==> src/rtl/relay_alu_sequencer_pkg.sv <==
// rtl/relay_alu_sequencer_pkg.sv - shared types and default relay timing for the ALU sequencer
package relay_pkg;

  typedef enum logic [2:0] {
    OP_ADD = 3'd0,
    OP_INC = 3'd1,
    OP_AND = 3'd2,
    OP_OR  = 3'd3,
    OP_XOR = 3'd4,
    OP_NOT = 3'd5,
    OP_SHL = 3'd6,
    OP_CLR = 3'd7
  } alu_op_e;

  typedef enum logic [2:0] {
    ST_IDLE,
    ST_SETTLE,
    ST_LOAD,
    ST_RELEASE,
    ST_DONE
  } seq_state_e;

  typedef enum logic {
    DST_A = 1'b0,
    DST_D = 1'b1
  } dst_e;

  localparam int DEF_SETTLE_CYCLES  = 4;
  localparam int DEF_LOAD_CYCLES    = 2;
  localparam int DEF_RELEASE_CYCLES = 3;
  localparam int DEF_CNT_W          = 4;

endpackage

==> src/rtl/relay_alu_sequencer_if.sv <==
// rtl/relay_alu_sequencer_if.sv - decoder request and relay control signals of the ALU sequencer
interface relay_alu_sequencer_if;
  import relay_pkg::*;

  logic    start;
  alu_op_e op;
  dst_e    dst;
  logic    busy;
  logic    done;
  logic    sel_b;
  logic    sel_c;
  alu_op_e alu_fn;
  logic    ld_a;
  logic    ld_d;
  logic    ld_cond;

  modport master (
    output start, op, dst,
    input  busy, done, sel_b, sel_c, alu_fn, ld_a, ld_d, ld_cond
  );

  modport slave (
    input  start, op, dst,
    output busy, done, sel_b, sel_c, alu_fn, ld_a, ld_d, ld_cond
  );
endinterface

==> src/rtl/relay_alu_sequencer_timer.sv <==
// rtl/relay_alu_sequencer_timer.sv - loadable down-counter timing each relay phase
module relay_phase_timer #(
  parameter int CNT_W = 4
) (
  input  logic             i_clock,
  input  logic             i_reset,
  input  logic             i_load,
  input  logic [CNT_W-1:0] i_load_val,
  output logic             o_zero
);

  logic [CNT_W-1:0] r_cnt;

  // Holds at zero when not reloaded, so an idle sequencer never wraps.
  always_ff @(posedge i_clock) begin
    if (i_reset) begin
      r_cnt <= '0;
    end else if (i_load) begin
      r_cnt <= i_load_val;
    end else if (r_cnt != '0) begin
      r_cnt <= r_cnt - 1'b1;
    end
  end

  assign o_zero = (r_cnt == '0);

endmodule

==> src/rtl/relay_alu_sequencer.sv <==
// rtl/relay_alu_sequencer.sv - sequences select, load and release phases of one relay ALU operation
module relay_alu_sequencer
  import relay_pkg::*;
#(
  parameter int SETTLE_CYCLES  = DEF_SETTLE_CYCLES,
  parameter int LOAD_CYCLES    = DEF_LOAD_CYCLES,
  parameter int RELEASE_CYCLES = DEF_RELEASE_CYCLES,
  parameter int CNT_W          = DEF_CNT_W
) (
  input  logic                  i_clock,
  input  logic                  i_reset,
  relay_alu_sequencer_if.slave  io_bus
);

  seq_state_e       r_state, w_state_nxt;
  alu_op_e          r_op, w_op_nxt;
  dst_e             r_dst, w_dst_nxt;
  logic             r_busy, r_done, r_sel, r_ld_a, r_ld_d, r_ld_cond;
  logic             w_tmr_load;
  logic [CNT_W-1:0] w_tmr_val;
  logic             w_tmr_zero;

  relay_phase_timer #(.CNT_W(CNT_W)) u_timer (
    .i_clock   (i_clock),
    .i_reset   (i_reset),
    .i_load    (w_tmr_load),
    .i_load_val(w_tmr_val),
    .o_zero    (w_tmr_zero)
  );

  always_comb begin
    w_state_nxt = r_state;
    w_op_nxt    = r_op;
    w_dst_nxt   = r_dst;
    w_tmr_load  = 1'b0;
    w_tmr_val   = '0;
    unique case (r_state)
      ST_IDLE: begin
        if (io_bus.start) begin
          w_state_nxt = ST_SETTLE;
          w_op_nxt    = io_bus.op;
          w_dst_nxt   = io_bus.dst;
          w_tmr_load  = 1'b1;
          w_tmr_val   = CNT_W'(SETTLE_CYCLES - 1);
        end
      end
      ST_SETTLE: begin
        if (w_tmr_zero) begin
          w_state_nxt = ST_LOAD;
          w_tmr_load  = 1'b1;
          w_tmr_val   = CNT_W'(LOAD_CYCLES - 1);
        end
      end
      ST_LOAD: begin
        if (w_tmr_zero) begin
          w_state_nxt = ST_RELEASE;
          w_tmr_load  = 1'b1;
          w_tmr_val   = CNT_W'(RELEASE_CYCLES - 1);
        end
      end
      ST_RELEASE: begin
        if (w_tmr_zero) begin
          w_state_nxt = ST_DONE;
        end
      end
      ST_DONE: begin
        w_state_nxt = ST_IDLE;
        w_op_nxt    = OP_ADD;
      end
      default: begin
        w_state_nxt = ST_IDLE;
        w_op_nxt    = OP_ADD;
      end
    endcase
  end

  // Outputs are flopped from the next-state decode so they switch in step with the state.
  always_ff @(posedge i_clock) begin
    if (i_reset) begin
      r_state   <= ST_IDLE;
      r_op      <= OP_ADD;
      r_dst     <= DST_A;
      r_busy    <= 1'b0;
      r_done    <= 1'b0;
      r_sel     <= 1'b0;
      r_ld_a    <= 1'b0;
      r_ld_d    <= 1'b0;
      r_ld_cond <= 1'b0;
    end else begin
      r_state   <= w_state_nxt;
      r_op      <= w_op_nxt;
      r_dst     <= w_dst_nxt;
      r_busy    <= (w_state_nxt != ST_IDLE);
      r_done    <= (w_state_nxt == ST_DONE);
      r_sel     <= (w_state_nxt == ST_SETTLE) || (w_state_nxt == ST_LOAD);
      r_ld_a    <= (w_state_nxt == ST_LOAD) && (w_dst_nxt == DST_A);
      r_ld_d    <= (w_state_nxt == ST_LOAD) && (w_dst_nxt == DST_D);
      r_ld_cond <= (w_state_nxt == ST_LOAD);
    end
  end

  assign io_bus.busy    = r_busy;
  assign io_bus.done    = r_done;
  assign io_bus.sel_b   = r_sel;
  assign io_bus.sel_c   = r_sel;
  assign io_bus.alu_fn  = r_op;
  assign io_bus.ld_a    = r_ld_a;
  assign io_bus.ld_d    = r_ld_d;
  assign io_bus.ld_cond = r_ld_cond;

endmodule

==> src/flat_wrapper.sv <==
// flat-port wrapper written by rule: the top's interface ports become plain ports
module relay_alu_sequencer_flat import relay_pkg::*;
#(
  parameter int SETTLE_CYCLES  = DEF_SETTLE_CYCLES,
  parameter int LOAD_CYCLES    = DEF_LOAD_CYCLES,
  parameter int RELEASE_CYCLES = DEF_RELEASE_CYCLES,
  parameter int CNT_W          = DEF_CNT_W
)
  (i_clock, i_reset, io_bus_start, io_bus_op, io_bus_dst, io_bus_busy, io_bus_done, io_bus_sel_b, io_bus_sel_c, io_bus_alu_fn, io_bus_ld_a, io_bus_ld_d, io_bus_ld_cond);
  relay_alu_sequencer_if io_bus_i ();
  input  logic i_clock;
  input  logic i_reset;
  input wire logic [$bits(io_bus_i.start)-1:0] io_bus_start;
  input wire logic [$bits(io_bus_i.op)-1:0] io_bus_op;
  input wire logic [$bits(io_bus_i.dst)-1:0] io_bus_dst;
  output wire logic [$bits(io_bus_i.busy)-1:0] io_bus_busy;
  output wire logic [$bits(io_bus_i.done)-1:0] io_bus_done;
  output wire logic [$bits(io_bus_i.sel_b)-1:0] io_bus_sel_b;
  output wire logic [$bits(io_bus_i.sel_c)-1:0] io_bus_sel_c;
  output wire logic [$bits(io_bus_i.alu_fn)-1:0] io_bus_alu_fn;
  output wire logic [$bits(io_bus_i.ld_a)-1:0] io_bus_ld_a;
  output wire logic [$bits(io_bus_i.ld_d)-1:0] io_bus_ld_d;
  output wire logic [$bits(io_bus_i.ld_cond)-1:0] io_bus_ld_cond;
  assign io_bus_i.start = io_bus_start;
  assign io_bus_i.op = io_bus_op;
  assign io_bus_i.dst = io_bus_dst;
  assign io_bus_busy = io_bus_i.busy;
  assign io_bus_done = io_bus_i.done;
  assign io_bus_sel_b = io_bus_i.sel_b;
  assign io_bus_sel_c = io_bus_i.sel_c;
  assign io_bus_alu_fn = io_bus_i.alu_fn;
  assign io_bus_ld_a = io_bus_i.ld_a;
  assign io_bus_ld_d = io_bus_i.ld_d;
  assign io_bus_ld_cond = io_bus_i.ld_cond;
  relay_alu_sequencer #(.SETTLE_CYCLES(SETTLE_CYCLES), .LOAD_CYCLES(LOAD_CYCLES), .RELEASE_CYCLES(RELEASE_CYCLES), .CNT_W(CNT_W)) u_core (.i_clock(i_clock), .i_reset(i_reset), .io_bus(io_bus_i));
endmodule
==> config.mk <==
export PLATFORM = sky130hd
export DESIGN_NAME = relay_alu_sequencer_flat
export DESIGN_NICKNAME = d
export VERILOG_FILES = /design/src/rtl/relay_alu_sequencer_pkg.sv /design/src/rtl/relay_alu_sequencer_if.sv /design/src/rtl/relay_alu_sequencer_timer.sv /design/src/rtl/relay_alu_sequencer.sv /design/src/flat_wrapper.sv
export SDC_FILE = /design/constraint.sdc
export NUM_CORES = 1
export LEC_CHECK = 0
export CAP_MARGIN = 15
export CORE_MARGIN = 2
export CORE_UTILIZATION = 42
export DETAILED_ROUTE_END_ITERATION = 6
export GPL_ROUTABILITY_DRIVEN = 1
export HOLD_SLACK_MARGIN = 0.06
export PLACE_DENSITY = 0.7
export SLEW_MARGIN = 20
export SYNTH_ARGS = -nofsm -noshare
export SYNTH_HDL_FRONTEND = slang
export SYNTH_SLANG_ARGS = --single-unit
==> constraint.sdc <==
create_clock -name i_clock -period 1.5 [get_ports i_clock]
set_input_delay 0.3 -clock i_clock [delete_from_list [all_inputs] [get_ports i_clock]]
set_output_delay 0.3 -clock i_clock [all_outputs]
set_load 0.02 [all_outputs]
; Word level (Yosys, flattened, before mapping)
; Index checks and enable logic that the tools add are counted.
[word_totals]
word_cells = 49
in_bits = 7
output_inout_bits = 10
regBits = 17
[op_classes]
n_mux = 18
n_reduce_logical = 11
n_eq_ne = 7
bitwise = 2
add_sub_neg = 1
[op_table]
columns = op, count
row1 = $mux 3, 5
row2 = $pmux 3 s4, 1
row3 = $pmux 4 s3, 1
row4 = $eq 3x2->1 const B, 3
row5 = $mux 4, 2
row6 = $eq 3x1->1 const B, 2
row7 = $pmux 3 s2, 1
row8 = $mux 1, 5
row9 = $logic_not 4->1, 1
row10 = $mux 2, 2
row11 = $reduce_bool 4->1, 1
row12 = $sub 4x1->4 const B, 1
row13 = $eq 3x3->1 const B, 1
row14 = $logic_not 3->1, 1
row15 = $reduce_bool 3->1, 1
row16 = $reduce_or 3->1, 1
row17 = $logic_and 1x1->1, 2
row18 = $ne 2x2->1 const B, 1
row19 = $not 1->1, 2
row20 = $pmux 1 s2, 1
row21 = $reduce_and 2->1, 1
row22 = $reduce_bool 2->1, 1
row23 = $reduce_or 2->1, 1
row24 = $logic_or 1x1->1, 1

; Depth between registers and ports, before layout
[logic_depth]
depth_word = 5
ltp_mapped = 5
ltp_nobuf = 5

; Hierarchy
; A second synthesis with hierarchy kept.
[unflattened]
cells_unflattened = 77
area_unflattened_um2 = 790.8
[modules_own_cells]
columns = module, area_each_um2, cells_per_inst, seq_area_each_um2, n_inst
row1 = relay_alu_sequencer, 561.8, 53, 260.2, 1
row2 = relay_phase_timer, 229.0, 24, 80.1, 1

; Least setup slack after synthesis
; No wires, ideal clock.
[synth_path]
kind = reg-to-reg
start = register u_core.u_timer.r_cnt[0]
end = register u_core.r_ld_a (netlist: u_core.io_bus.ld_a)
arrival_ns = 1.290
setup_slack_ns = 0.082
path_buffers = 0
path_stages_with_launch = 6
setup_ns = 0.128
period_less_slack_ns = 1.418
cell_sequence = dfxtp_1 > inv_1 > ha_1 > nor3b_2 > a2bb2oi_1 > nor3b_1
[synth_between]
elab_chain_cells = 5
word_cells_on_any_way = 7
[synth_lines]
columns = element, line_no
row1 = "start, declared", relay_alu_sequencer_timer.sv:12  ; logic [CNT_W-1:0] r_cnt;
row2 = "start signal, assigned", relay_alu_sequencer_timer.sv:19  ; r_cnt <= i_load_val;
row3 = "start signal, assigned", relay_alu_sequencer_timer.sv:21  ; r_cnt <= r_cnt - 1'b1;
row4 = $logic_not 4->1 (*), relay_alu_sequencer_timer.sv:25  ; assign o_zero = (r_cnt == '0);
row5 = $mux 3 (on tied branches), "relay_alu_sequencer.sv:62, relay_alu_sequencer.sv:48, relay_alu_sequencer.sv:55"
row6 = $pmux 3 s4 (*), relay_alu_sequencer.sv:37  ; unique case (r_state)
row7 = $eq 3x2->1 (*), relay_alu_sequencer.sv:96  ; r_ld_a <= (w_state_nxt == ST_LOAD) && (w_dst_nxt == DST_A);
row8 = $logic_and 1x1->1 (*), relay_alu_sequencer.sv:96
row9 = "end signal, assigned", relay_alu_sequencer.sv:96
row10 = "end, declared", relay_alu_sequencer.sv:18  ; logic r_busy, r_done, r_sel, r_ld_a, r_ld_d, r_ld_cond;
; Mark *: on every way between the ends. The rest lies on a longest branch, timed or not.
; A chain may end at the register's enable or synchronous reset.

; Worst setup path after layout
[layout_path]
start = register u_core.u_timer.r_cnt[1]
end = register u_core.u_timer.r_cnt[1]
[layout_between]
elab_chain_cells = 4
word_cells_on_any_way = 10
[layout_lines]
columns = element
row1 = "parallel branches: the longest is 4 deep, another holds $sub 4x1->4"
; Parallel ways; which one is timed is not known. The select of a mux whose other input is x is not followed.

==> results.sh <==
export IMPL_syn_to_final_growth_pct=31.4
export IMPL_drive_above_1_share_pct=24.2
export IMPL_setup_worst_path_class="reg2reg"
export IMPL_p_leak_uw=0.000416
export IMPL_synth_top_cell_area_share_pct=46.4
export IMPL_ir_worst_vdd_v=0.000758
export IMPL_worstHoldStart="u_core.u_timer.r_cnt[1]"
export IMPL_fin_crit_ps=1400
export IMPL_synth_area_leaders="dfxtp_1 46%, mux2i_1 5.5%, nor2_1 4.6%"
export IMPL_fin_setup_tns_ps=0
export IMPL_vias=584
export IMPL_drtPass1Iterations=4
export IMPL_die_y_um=45.8
export IMPL_netlist_area_um2=733
export IMPL_avgSynthCellArea_um2=10.2
export IMPL_grtUsageMet1_pct=20.8
export IMPL_via_per_inst=5.21
export IMPL_slowest_delay_ps=350
export IMPL_path_buf_inv=2
export IMPL_status="finished, final reports clean"
export IMPL_endpoint="u_core.u_timer.r_cnt[1]"
export IMPL_gr_max_usage_layer="met2"
export IMPL_hpwl_um=976
export IMPL_core_area_um2=1690
export IMPL_rows=15
export IMPL_synthXorXnorAreaFrac_pct=2.39
export IMPL_num_antenna_cells=0
export IMPL_ys_seq_area_share_pct=46.4
export IMPL_hold_viol=0
export IMPL_worst_pin_slew_ps=381
export IMPL_synth_compound_area_share_pct=8.02
export IMPL_antenna_found_initial=0
export IMPL_die_x_um=45.8
export IMPL_cts_htree_levels=1
export IMPL_grt_overflow_total=0
export IMPL_yosysTopAreaCell="dfxtp_1"
export IMPL_cp_startpoint="u_core.u_timer.r_cnt[1]"
export IMPL_grt_total_usage_pct=15.3
export IMPL_synth_adder_area_share_pct=1.71
export IMPL_port_buffers=16
export IMPL_path_depth=6
export IMPL_power_density_nw_per_um2=1610
export IMPL_boundaryPins=17
export IMPL_crit_fanout=10
export IMPL_clockBufferDepth=2
export IMPL_synthFlopType="dfxtp_1"
export IMPL_critPathArrivalTime_ps=1620
export IMPL_critPathLaunchType="flop"
export IMPL_synth_net_count=80
export IMPL_first_global_vias=525
export IMPL_start_util_pct=43.4
export IMPL_drcViolationCount=0
export IMPL_post_cts_buffers=0
export IMPL_path_delay_family="simple AND/OR/NAND/NOR gates"
export IMPL_grtUsageMet2_pct=22.8
export IMPL_maxCapViolCount=0
export IMPL_routabilityCongestion=0.766
export IMPL_cp_end_kind="flop"
export IMPL_num_nets_final=104
export IMPL_clkLatencyLatePin_ps=290
export IMPL_r2r_cells=6
export IMPL_antenna_left=0
export IMPL_r2r_end="u_core.u_timer.r_cnt[1]"
export IMPL_yosys_area_share_simple_pct=28.8
export IMPL_wire_per_inst_um=11.9
export IMPL_grt_use_met3_pct=4.76
export IMPL_ys_ff_latch=17
export IMPL_setup_ws_ps=101
export IMPL_clock_sinks=17
export IMPL_slowest_stage="dfxtp_2"
export IMPL_clk_pin_slew_ps=100
export IMPL_crit_chain="inv_1 > ha_2 > nor3b_2 > buf_4 > or2_2 > a31oi_1"
export IMPL_numCtsBuffers=3
export IMPL_cts_tree="built"
export IMPL_drt_iter0_drc=4
export IMPL_min_period_over_period_pct=93.3
export IMPL_reg2reg_slack_ps=100
export IMPL_wirelength_mm=1.34
export IMPL_syn_inst=72
export IMPL_grt_pass1_wl_mm=2.28
export IMPL_slew_viol_final=0
export IMPL_async_flop_share_pct=0
export IMPL_clock_skew_ps=0.913
export IMPL_slew_headroom_pct=74.5
export IMPL_setup_viol=0
export IMPL_worstHoldPathType="reg2reg"
export IMPL_synth_cell_type_count=31
export IMPL_clock_fmax_mhz=715
export IMPL_cts_root_buf="clkbuf_4"
export IMPL_cp_required_ps=1720
export IMPL_grt_max_degree=13
export IMPL_synthMuxAreaShare_pct=7.00
export IMPL_die_area_um2=2100
export IMPL_place_ws_ps=-111
export IMPL_yosysWarnings=0
export IMPL_synth_top_family_by_area="simple AND/OR/NAND/NOR gates"
export IMPL_reg2reg_from="u_core.u_timer.r_cnt[1]"
export IMPL_synth_edf_count=0
cell usage after synthesis, drive strengths merged (2+ instances only):
| master | count |
|---|---|
| or2 | 2 |
| nor3 | 5 |
| xnor2 | 2 |
| nand2 | 2 |
| buf | 3 |
| inv | 3 |
| dfxtp | 17 |
| nor2 | 9 |
| a21oi | 2 |
| mux2i | 4 |
| nor3b | 4 |
| a31oi | 3 |
layout by cell type (no fill, tap or decap), types with 2 or more instances in the layout:
cell,count
dlygate4sd2_1,10
inv_1,3
or2_2,2
nor3b_2,2
mux2i_1,4
clkbuf_4,3
buf_4,7
xnor2_1,2
clkdlybuf4s50_1,6
dfxtp_2,2
a21oi_1,2
dfxtp_1,15
nand2_1,2
nor3_1,4
nor2_1,9
nor3b_1,2
a31oi_1,3
metal layers:
metal | share of wire [%] | wire length, um | vias up
met1 | 46 | 618 | 265
met3 | 6.1 | 81 | 2
li1 | - | - | 299
met5 | 0 | 0 | -
met4 | 0.67 | 9 | 0
met2 | 47 | 628 | 18
cells by family after synthesis:
family | Yosys count
AOI/OAI and AO/OA | 9
adders and majority gates | 1
xor gates and xnor gates | 2
muxes | 5
and+or+nand+nor | 31
DFF | 17
buffers and inverters | 7
layout make-up:
type                       count  area [um^2]
clock buffer                   3         22.5
clock inverter                 1         5.00
fill                         162          726
inverter                       3         11.3
multi-input combinational     48          360
sequential                    17          343
tap                           17         21.3
timing repair buffer          23          200
power breakdown:
part           total (uW)  switching [uW]  leakage, uW  internal [uW]
Clock                 242             143    0.0000177           99.1
Combinational         675             320     0.000258            355
Sequential            633            87.6     0.000140            545
Total                1550             551     0.000416           1000
how the worst min path moves through the flow:
stage                                          to  slack [ps]  cells after the start
after global placement    u_core.io_bus.alu_fn[2]         470                      2
after detailed placement  u_core.io_bus.alu_fn[1]         490                      2
after global routing      u_core.io_bus.alu_fn[1]         530                      2
after floorplan           u_core.u_timer.r_cnt[0]         370                      1
after CTS                 u_core.io_bus.alu_fn[1]         510                      2
final                     u_core.u_timer.r_cnt[1]         500                      2
registers in the layout (all words and copies together), names as in the netlist:
| name | flops |
|---|---|
| u_core.io_bus.alu_fn | 3 |
| u_core.io_bus.busy | 1 |
| u_core.io_bus.ld_cond | 1 |
| u_core.r_dst | 1 |
| u_core.u_timer.r_cnt | 4 |
| u_core.io_bus.sel_b | 1 |
| u_core.io_bus.done | 1 |
| u_core.r_state | 3 |
| u_core.io_bus.ld_d | 1 |
| u_core.io_bus.ld_a | 1 |
metrics by stage:
| step | cell area [um^2] | hold slack (ps) | power (uW) | utilization (%) | std cells |
|---|---|---|---|---|---|
| after global placement | 937 | 475 | 1310 | 55.5 | 108 |
| after floorplan | 733 | 369 | 1100 | - | 72 |
| after detailed placement | 937 | 486 | 1320 | 55.5 | 108 |
| final | 963 | 498 | 1550 | 57.0 | 112 |
| after CTS | 952 | 509 | 1540 | 56.4 | 112 |
| after global routing | 963 | 534 | 1670 | 57.0 | 112 |
worst reg2reg max path, delay by kind of cell, from the launching register on:
kind | cells | cell delay (ps)
and+or+nand+nor | 2 | 420
DFF | 1 | 350
buffers and inverters | 2 | 210
adders and majority gates | 1 | 190
AOI/OAI and AO/OA | 1 | 150
timing repair:
action                                  4_1_cts  5_1_grt
gates resized for setup                      10        4
hold endpoints to repair                      0        0
pin swaps                                     0        1
gates cloned                                  0        0
endpoints found under the setup margin       10        5
hold buffers                                  0        0
Power figures use the tool's default switching activity.
